==> src/rtl/game_pkg.sv <==
// Shared types and defaults for the game input conditioning logic.
package game_pkg;

    typedef enum logic [1:0] {
        IDLE     = 2'd0,
        HELD     = 2'd1,
        CONFLICT = 2'd2
    } ctrl_state_t;

    typedef enum logic [1:0] {
        DIR_N = 2'd0,
        DIR_S = 2'd1,
        DIR_E = 2'd2,
        DIR_W = 2'd3
    } dir_t;

    localparam int DEBOUNCE_DEFAULT = 16;

endpackage

==> src/rtl/game_input_ctrl_if.sv <==
// Button inputs, move enable and conditioned move outputs between the board and the game.
interface game_input_ctrl_if;
    logic       btn_n;
    logic       btn_s;
    logic       btn_e;
    logic       btn_w;
    logic       en;
    logic       n;
    logic       s;
    logic       e;
    logic       w;
    logic [7:0] moves;

    modport master (
        output btn_n, btn_s, btn_e, btn_w, en,
        input  n, s, e, w, moves
    );

    modport slave (
        input  btn_n, btn_s, btn_e, btn_w, en,
        output n, s, e, w, moves
    );
endinterface

==> src/rtl/btn_debounce.sv <==
// One button: two-flop synchroniser followed by a stable-count debouncer.
module btn_debounce
    import game_pkg::*;
#(
    parameter int DEBOUNCE_CYCLES = DEBOUNCE_DEFAULT
) (
    input  logic clk,
    input  logic reset,
    input  logic raw,
    output logic deb
);
    localparam int CNT_W = $clog2(DEBOUNCE_CYCLES + 1);

    logic             sync1_q;
    logic             sync2_q;
    logic             deb_q;
    logic             deb_d;
    logic [CNT_W-1:0] cnt_q;
    logic [CNT_W-1:0] cnt_d;
    logic [CNT_W-1:0] cnt_inc;

    always_comb begin
        deb_d   = deb_q;
        cnt_d   = '0;
        cnt_inc = cnt_q + CNT_W'(1);
        if (sync2_q != deb_q) begin
            // The level flips on the cycle the count would reach the threshold.
            if (cnt_inc == CNT_W'(DEBOUNCE_CYCLES)) begin
                deb_d = ~deb_q;
            end else begin
                cnt_d = cnt_inc;
            end
        end
    end

    always_ff @(posedge clk or negedge reset) begin
        if (!reset) begin
            sync1_q <= 1'b0;
            sync2_q <= 1'b0;
            deb_q   <= 1'b0;
            cnt_q   <= '0;
        end else begin
            sync1_q <= raw;
            sync2_q <= sync1_q;
            deb_q   <= deb_d;
            cnt_q   <= cnt_d;
        end
    end

    assign deb = deb_q;
endmodule

==> src/rtl/game_input_ctrl.sv <==
// Turns four debounced direction buttons into single-cycle move pulses and a saturating move count.
module game_input_ctrl
    import game_pkg::*;
#(
    parameter int DEBOUNCE_CYCLES = DEBOUNCE_DEFAULT
) (
    input  logic              clk,
    input  logic              reset,
    game_input_ctrl_if.slave  bus
);
    logic [3:0]  deb;
    logic        single;
    ctrl_state_t state_q;
    ctrl_state_t state_d;
    logic [3:0]  pulse_q;
    logic [3:0]  pulse_d;
    logic [7:0]  moves_q;
    logic [7:0]  moves_d;

    btn_debounce #(.DEBOUNCE_CYCLES(DEBOUNCE_CYCLES)) u_deb_n (
        .clk(clk), .reset(reset), .raw(bus.btn_n), .deb(deb[DIR_N])
    );
    btn_debounce #(.DEBOUNCE_CYCLES(DEBOUNCE_CYCLES)) u_deb_s (
        .clk(clk), .reset(reset), .raw(bus.btn_s), .deb(deb[DIR_S])
    );
    btn_debounce #(.DEBOUNCE_CYCLES(DEBOUNCE_CYCLES)) u_deb_e (
        .clk(clk), .reset(reset), .raw(bus.btn_e), .deb(deb[DIR_E])
    );
    btn_debounce #(.DEBOUNCE_CYCLES(DEBOUNCE_CYCLES)) u_deb_w (
        .clk(clk), .reset(reset), .raw(bus.btn_w), .deb(deb[DIR_W])
    );

    assign single = (deb != 4'b0000) && ((deb & (deb - 4'd1)) == 4'b0000);

    always_comb begin
        state_d = state_q;
        pulse_d = 4'b0000;
        moves_d = moves_q;
        case (state_q)
            IDLE: begin
                if (single) begin
                    // A press seen while disabled is consumed, never replayed.
                    state_d = HELD;
                    if (bus.en) begin
                        pulse_d = deb;
                        moves_d = (moves_q != 8'hFF) ? moves_q + 8'd1 : moves_q;
                    end
                end else if (deb != 4'b0000) begin
                    state_d = CONFLICT;
                end
            end
            HELD, CONFLICT: begin
                if (deb == 4'b0000) begin
                    state_d = IDLE;
                end
            end
            default: state_d = IDLE;
        endcase
    end

    always_ff @(posedge clk or negedge reset) begin
        if (!reset) begin
            state_q <= IDLE;
            pulse_q <= 4'b0000;
            moves_q <= 8'd0;
        end else begin
            state_q <= state_d;
            pulse_q <= pulse_d;
            moves_q <= moves_d;
        end
    end

    assign bus.n     = pulse_q[DIR_N];
    assign bus.s     = pulse_q[DIR_S];
    assign bus.e     = pulse_q[DIR_E];
    assign bus.w     = pulse_q[DIR_W];
    assign bus.moves = moves_q;
endmodule

==> src/flat_wrapper.sv <==
// flat-port wrapper written by rule: the top's interface ports become plain ports
module game_input_ctrl_flat import game_pkg::*;
#(
    parameter int DEBOUNCE_CYCLES = DEBOUNCE_DEFAULT
)
  (clk, reset, bus_btn_n, bus_btn_s, bus_btn_e, bus_btn_w, bus_en, bus_n, bus_s, bus_e, bus_w, bus_moves);
  game_input_ctrl_if bus_i ();
  input  logic clk;
  input  logic reset;
  input wire logic [$bits(bus_i.btn_n)-1:0] bus_btn_n;
  input wire logic [$bits(bus_i.btn_s)-1:0] bus_btn_s;
  input wire logic [$bits(bus_i.btn_e)-1:0] bus_btn_e;
  input wire logic [$bits(bus_i.btn_w)-1:0] bus_btn_w;
  input wire logic [$bits(bus_i.en)-1:0] bus_en;
  output wire logic [$bits(bus_i.n)-1:0] bus_n;
  output wire logic [$bits(bus_i.s)-1:0] bus_s;
  output wire logic [$bits(bus_i.e)-1:0] bus_e;
  output wire logic [$bits(bus_i.w)-1:0] bus_w;
  output wire logic [$bits(bus_i.moves)-1:0] bus_moves;
  assign bus_i.btn_n = bus_btn_n;
  assign bus_i.btn_s = bus_btn_s;
  assign bus_i.btn_e = bus_btn_e;
  assign bus_i.btn_w = bus_btn_w;
  assign bus_i.en = bus_en;
  assign bus_n = bus_i.n;
  assign bus_s = bus_i.s;
  assign bus_e = bus_i.e;
  assign bus_w = bus_i.w;
  assign bus_moves = bus_i.moves;
  game_input_ctrl #(.DEBOUNCE_CYCLES(DEBOUNCE_CYCLES)) u_core (.clk(clk), .reset(reset), .bus(bus_i));
endmodule
==> config.mk <==
export PLATFORM = sky130hd
export DESIGN_NAME = game_input_ctrl_flat
export DESIGN_NICKNAME = d
export VERILOG_FILES = /design/src/rtl/game_pkg.sv /design/src/rtl/game_input_ctrl_if.sv /design/src/rtl/btn_debounce.sv /design/src/rtl/game_input_ctrl.sv /design/src/flat_wrapper.sv
export SDC_FILE = /design/constraint.sdc
export NUM_CORES = 1
export LEC_CHECK = 0
export BUFFER_PORTS_ARGS = -buffer_cell sky130_fd_sc_hd__buf_2
export CAP_MARGIN = 20
export CORE_ASPECT_RATIO = 0.5
export CORE_MARGIN = 3
export CORE_UTILIZATION = 25
export DETAILED_ROUTE_END_ITERATION = 6
export MAX_ROUTING_LAYER = met4
export REMOVE_ABC_BUFFERS = 1
export SYNTH_ARGS = -nofsm -noshare
export SYNTH_HDL_FRONTEND = slang
export SYNTH_SLANG_ARGS = --single-unit
==> constraint.sdc <==
create_clock -name clk -period 2.55 [get_ports clk]
set_input_delay 0.51 -clock clk [delete_from_list [all_inputs] [get_ports clk]]
set_output_delay 0.51 -clock clk [all_outputs]
set_load 0.05 [all_outputs]
## Yosys cells after proc, flatten, opt, wreduce, memory -nomap -nowiden

Cells that the tools add are included.

- Bits in registers: 46
- Output and inout bits: 12
- Word-level logic and storage cells: 70

- $add $sub $neg: 6
- Equality and inequality tests: 13
- Multiplexer cells: 15
- Bitwise gates (word level): 5
- Reduce and logical (&&, ||, !) cells: 12

Operators with widths:

| operator | count |
|---|---|
| $mux W5 | 8 |
| $add A5 B1 Y5 const B | 4 |
| $eq A5 B5 Y1 const B | 4 |
| $mux W4 | 3 |
| $reduce_and A2 Y1 | 5 |
| $add A8 B1 Y8 const B | 1 |
| $logic_not A4 Y1 | 2 |
| $ne A8 B8 Y1 const B | 1 |
| $mux W2 | 3 |
| $and A4 B4 Y4 | 1 |
| $ne A1 B1 Y1 | 4 |
| $not A1 Y1 | 4 |
| $pmux W2 S2 | 1 |
| $reduce_and A4 Y1 | 1 |
| $reduce_bool A4 Y1 | 1 |
| $sub A4 B1 Y4 const B | 1 |
| $ne A3 B1 Y1 const B | 1 |
| $eq A2 B1 Y1 const B | 1 |
| $eq A2 B2 Y1 const B | 1 |
| $logic_not A2 Y1 | 1 |
| $ne A2 B1 Y1 const B | 1 |
| $reduce_or A2 Y1 | 1 |
| $logic_and A1 B1 Y1 | 1 |

## Longest topological paths before layout

- Depth in word-level cells: 6
- Depth in mapped cells: 5
- Gate-level depth less buffers: 5

## Modules after synthesis

A second synthesis with hierarchy kept.

- Cell total of the unflattened synthesis: 180
- Area total of the unflattened synthesis: 2107.0 µm²

Modules (own cells, without submodules):

| module | instances | cells an instance | area each (µm²) | seq. area each (µm²) |
|---|---|---|---|---|
| btn_debounce | 4 | 28 | 339.1 | 200.2 |
| game_input_ctrl | 1 | 68 | 750.7 | 350.3 |

## Worst setup path before layout

Ideal clock, no wire load.

- Kind: flip-flop to flip-flop
- Start: reg u_core.u_deb_n.deb_q, in the netlist u_core.u_deb_n.deb
- End: reg u_core.moves_q[7], in the netlist u_core.bus.moves[7]
- Setup time: 128 ps
- Data arrival time: 1582 ps
- Data required time: 2422 ps
- Path slack: 840 ps
- Cell stages (with the launch flop): 6
- Cell sequence: dfrtp_1 -> buf_6 -> nor4b_2 -> a211oi_4 -> nor4_1 -> mux2_1

- Cells in the longest elaborated chain, start to end: 5
- Elaborated cells between the ends (all ways): 6
- Classes of those cells: add/sub (1); bitwise (1); reduce/logical (4)

RTL lines:

| element | line | source |
|---|---|---|
| from (decl) | btn_debounce.sv:16 | `logic deb_q;` |
| from (signal assigned) | btn_debounce.sv:40 | `deb_q <= 1'b0;` |
| from (signal assigned) | btn_debounce.sv:45 | `deb_q <= deb_d;` |
| $sub A4 B1 Y4 | game_input_ctrl.sv:33 | `assign single = (deb != 4'b0000) && ((deb & (deb - 4'd1)) == 4'b0000);` |
| $and A4 B4 Y4 | game_input_ctrl.sv:33 |  |
| $logic_not A4 Y1 | game_input_ctrl.sv:33 |  |
| $logic_and A1 B1 Y1 * | game_input_ctrl.sv:33 |  |
| $reduce_and A4 Y1 (no line) * | - |  |
| to (signal assigned) | game_input_ctrl.sv:69 | `moves_q <= moves_d;` |
| to (decl) | game_input_ctrl.sv:17 | `logic [7:0] moves_q;` |

Mark *: on every way between the ends. The rest lies on a longest branch, timed or not.
A chain may end at the register's enable or synchronous reset.

## Final worst setup path

- Start: reg u_core.u_deb_n.deb_q, in the netlist u_core.u_deb_n.deb
- End: reg u_core.moves_q[5], in the netlist u_core.bus.moves[5]

Same word-level chain as after synthesis.

==> flow_summary.json <==
{
  "fin_area_um2": 2440,
  "dpl.hpwl_mm": 2.59,
  "ys_types": 32,
  "die_w_um": 135,
  "syn_area_um2": 2070,
  "n_fill_cell": 795,
  "skew_ps": 4.29,
  "fmax_ghz": 0.548,
  "vias": 1413,
  "worstSetupStartpoint": "u_core.u_deb_n.deb",
  "grt_usage": 0.0843,
  "cap_viol_max_count": 0,
  "tns_ps": 0,
  "grt_pass1_wl_mm": 6.35,
  "yosys_warnings": 0,
  "drcViolationCount": 0,
  "area_growth_pct": 18.0,
  "finalHoldViolations": 0,
  "syn_area_per_cell_um2": 11.3,
  "start_util": 0.270,
  "drive_above_1_share": 0.172,
  "via_per_inst": 4.46,
  "antenna_found_initial": 0,
  "outcome": "complete, no violations",
  "wire_per_inst_um": 11.2,
  "row_count": 22,
  "finalCritPeriodShare": 0.715,
  "numCtsBuffers": 5,
  "synth_seq_cells": 46,
  "power.leakage_nw": 1.10,
  "overflow": 0,
  "cts.sinks": 46,
  "first_global_vias": 1418,
  "required_ps": 2710,
  "drt_iter0_markers": 97,
  "power.density_nw_per_um2": 606,
  "nNetsFinal": 221,
  "diodes": 0,
  "crit_fanout": 10,
  "clockRootBuffer": "clkbuf_16",
  "seq_area_frac_synth": 0.557,
  "drv_slew": 0,
  "core_region_area_um2": 7650,
  "cp-end-kind": "register",
  "r2r-start": "u_core.u_deb_n.deb",
  "wl_mm": 3.56,
  "rsz0062_at_grt": "false",
  "dr.pass1.iters": 4,
  "cts_resized": 0,
  "gp_congestion": 0.840,
  "tritoncts": "done",
  "cts_max_level": 2,
  "port_buffers": 18,
  "cts.clk_slew.worst_paths_ps": 60,
  "maxSlewHeadroom": 0.632,
  "start_kind": "register",
  "grt_max_degree": 18,
  "p_total_mw": 1.48,
  "fin_crit_ps": 1820,
  "vdd_drop_max_mv": 0.235,
  "post-cts-setup-buffers": 0,
  "cts_hold_buf": 0,
  "whs_ps": 134,
  "netlist_instances": 183,
  "worst_pin_slew_ps": 546,
  "setup_viol": 0,
  "cts_buffer_depth": 2,
  "clkLatencyLatePin_ps": 280,
  "die_h_um": 70.3,
  "die_area_um2": 9460,
  "min_path_type": "primary input to async pin",
  "ant_nets": 0,
  "arrival_ps": 1990,
  "worstSetupPathType": "register to register",
  "dpl-instance-area_um2": 2290,
  "boundaryPins": 19
}
stage by stage:
stage                     std cells  setup WS, ps   util
after global routing            317           570  0.319
final                           317           726  0.319
after CTS                       317           708  0.319
after detailed placement        309           734  0.299
after floorplan                 181           852      -
after global placement          309           783  0.299
synthesized netlist by cell type (all sizes together):
master / instances / share of area
nor2: 19 / 0.035
buf: 2 / 0.0079
a22o: 1 / 0.0042
nand2b: 1 / 0.0030
nor4: 4 / 0.012
and3: 1 / 0.0030
nand2: 14 / 0.025
xor2: 8 / 0.034
xnor2: 8 / 0.034
nor2b: 8 / 0.024
dfrtp: 46 / 0.56
mux2i: 1 / 0.0048
o211ai: 1 / 0.0036
nand4: 6 / 0.018
a21oi: 9 / 0.022
a32oi: 2 / 0.0085
nand3: 12 / 0.029
mux2: 8 / 0.044
nor4b: 2 / 0.015
nor3b: 1 / 0.0036
a2111oi: 1 / 0.0073
nand3b: 2 / 0.0073
a211oi: 1 / 0.0097
and2: 5 / 0.015
o21ai: 4 / 0.0097
inv: 3 / 0.0055
a32o: 1 / 0.0048
ha: 6 / 0.036
nor3: 6 / 0.017
cell usage in the layout (no fill, tap or decap), drive strengths merged:
cell and count:
and2 5, a32o 1, nand4 6, a22o 1
nor4b 2, nor2 19, o211ai 1, a211oi 1
xor2 8, mux2 8, nor3 6, a32oi 2
xnor2 8, a2111oi 1, nand2b 1, o21ai 4
inv 3, nand3 12, nor2b 8, buf 20
clkbuf 7, clkinv 1, nand3b 2, nor3b 1
nand2 14, mux2i 1, dfrtp 46, ha 6
nor4 4, and3 1, a21oi 9
state kept, by name (all words and copies together) (netlist names), 2 cells and up:
register	cells
u_core.u_deb_n.cnt_q	5
u_core.u_deb_e.cnt_q	5
u_core.u_deb_w.cnt_q	5
u_core.u_deb_s.cnt_q	5
u_core.state_q	2
u_core.bus.moves	8
u_core.pulse_q	4
cells by family after synthesis:
group | share of synthesized area
and+or+nand+nor | 0.207
DFF | 0.557
AOI/OAI and AO/OA | 0.0697
xor gates and xnor gates | 0.0678
muxes | 0.0485
adders and majority gates | 0.0363
buffers and inverters | 0.0133
final timing paths:
path	slack [ps]	cells after the start	endpoint
worst min-delay path	130	1	u_core.u_deb_n.cnt_q[3]
min in group clk	340	1	u_core.u_deb_e.sync1_q
max in group asynchronous	1880	2	u_core.u_deb_e.cnt_q[3]
worst max register to register	730	4	u_core.bus.moves[5]
worst max-delay path	730	4	u_core.bus.moves[5]
worst min register to register	350	0	u_core.u_deb_s.sync2_q
critical path, stage by stage (launching register included):
cell and delay, ps:
dfrtp_1 480, nor4b_2 400, a211oi_4 140, nor4_1 340
mux2_1 350
routing by layer:
layer  track usage  up-vias  wire length, µm
li1              -      698                -
met4        0.0305        0               44
met5             -        -                0
met2         0.137        9             1730
met1         0.100      702             1710
met3        0.0237        4               72
power breakdown:
part           leakage [nW]  switching (mW)  internal (mW)
logic                 0.419          0.0369         0.0260
clock network        0.0739           0.251          0.388
registers             0.609          0.0224          0.752
total                  1.10           0.311           1.17
final cells by class:
class                   count  area [µm²]  share of cell area
repair buffers             20         105              0.0431
flip-flops and latches     46        1150               0.472
multi-input cells         132         887               0.364
well taps                 108         135              0.0554
clock buffers               7         143              0.0585
clock inverters             1        5.00             0.00205
inverters                   3        11.3             0.00462
Note: power is estimated with default switching activity, not from simulation.
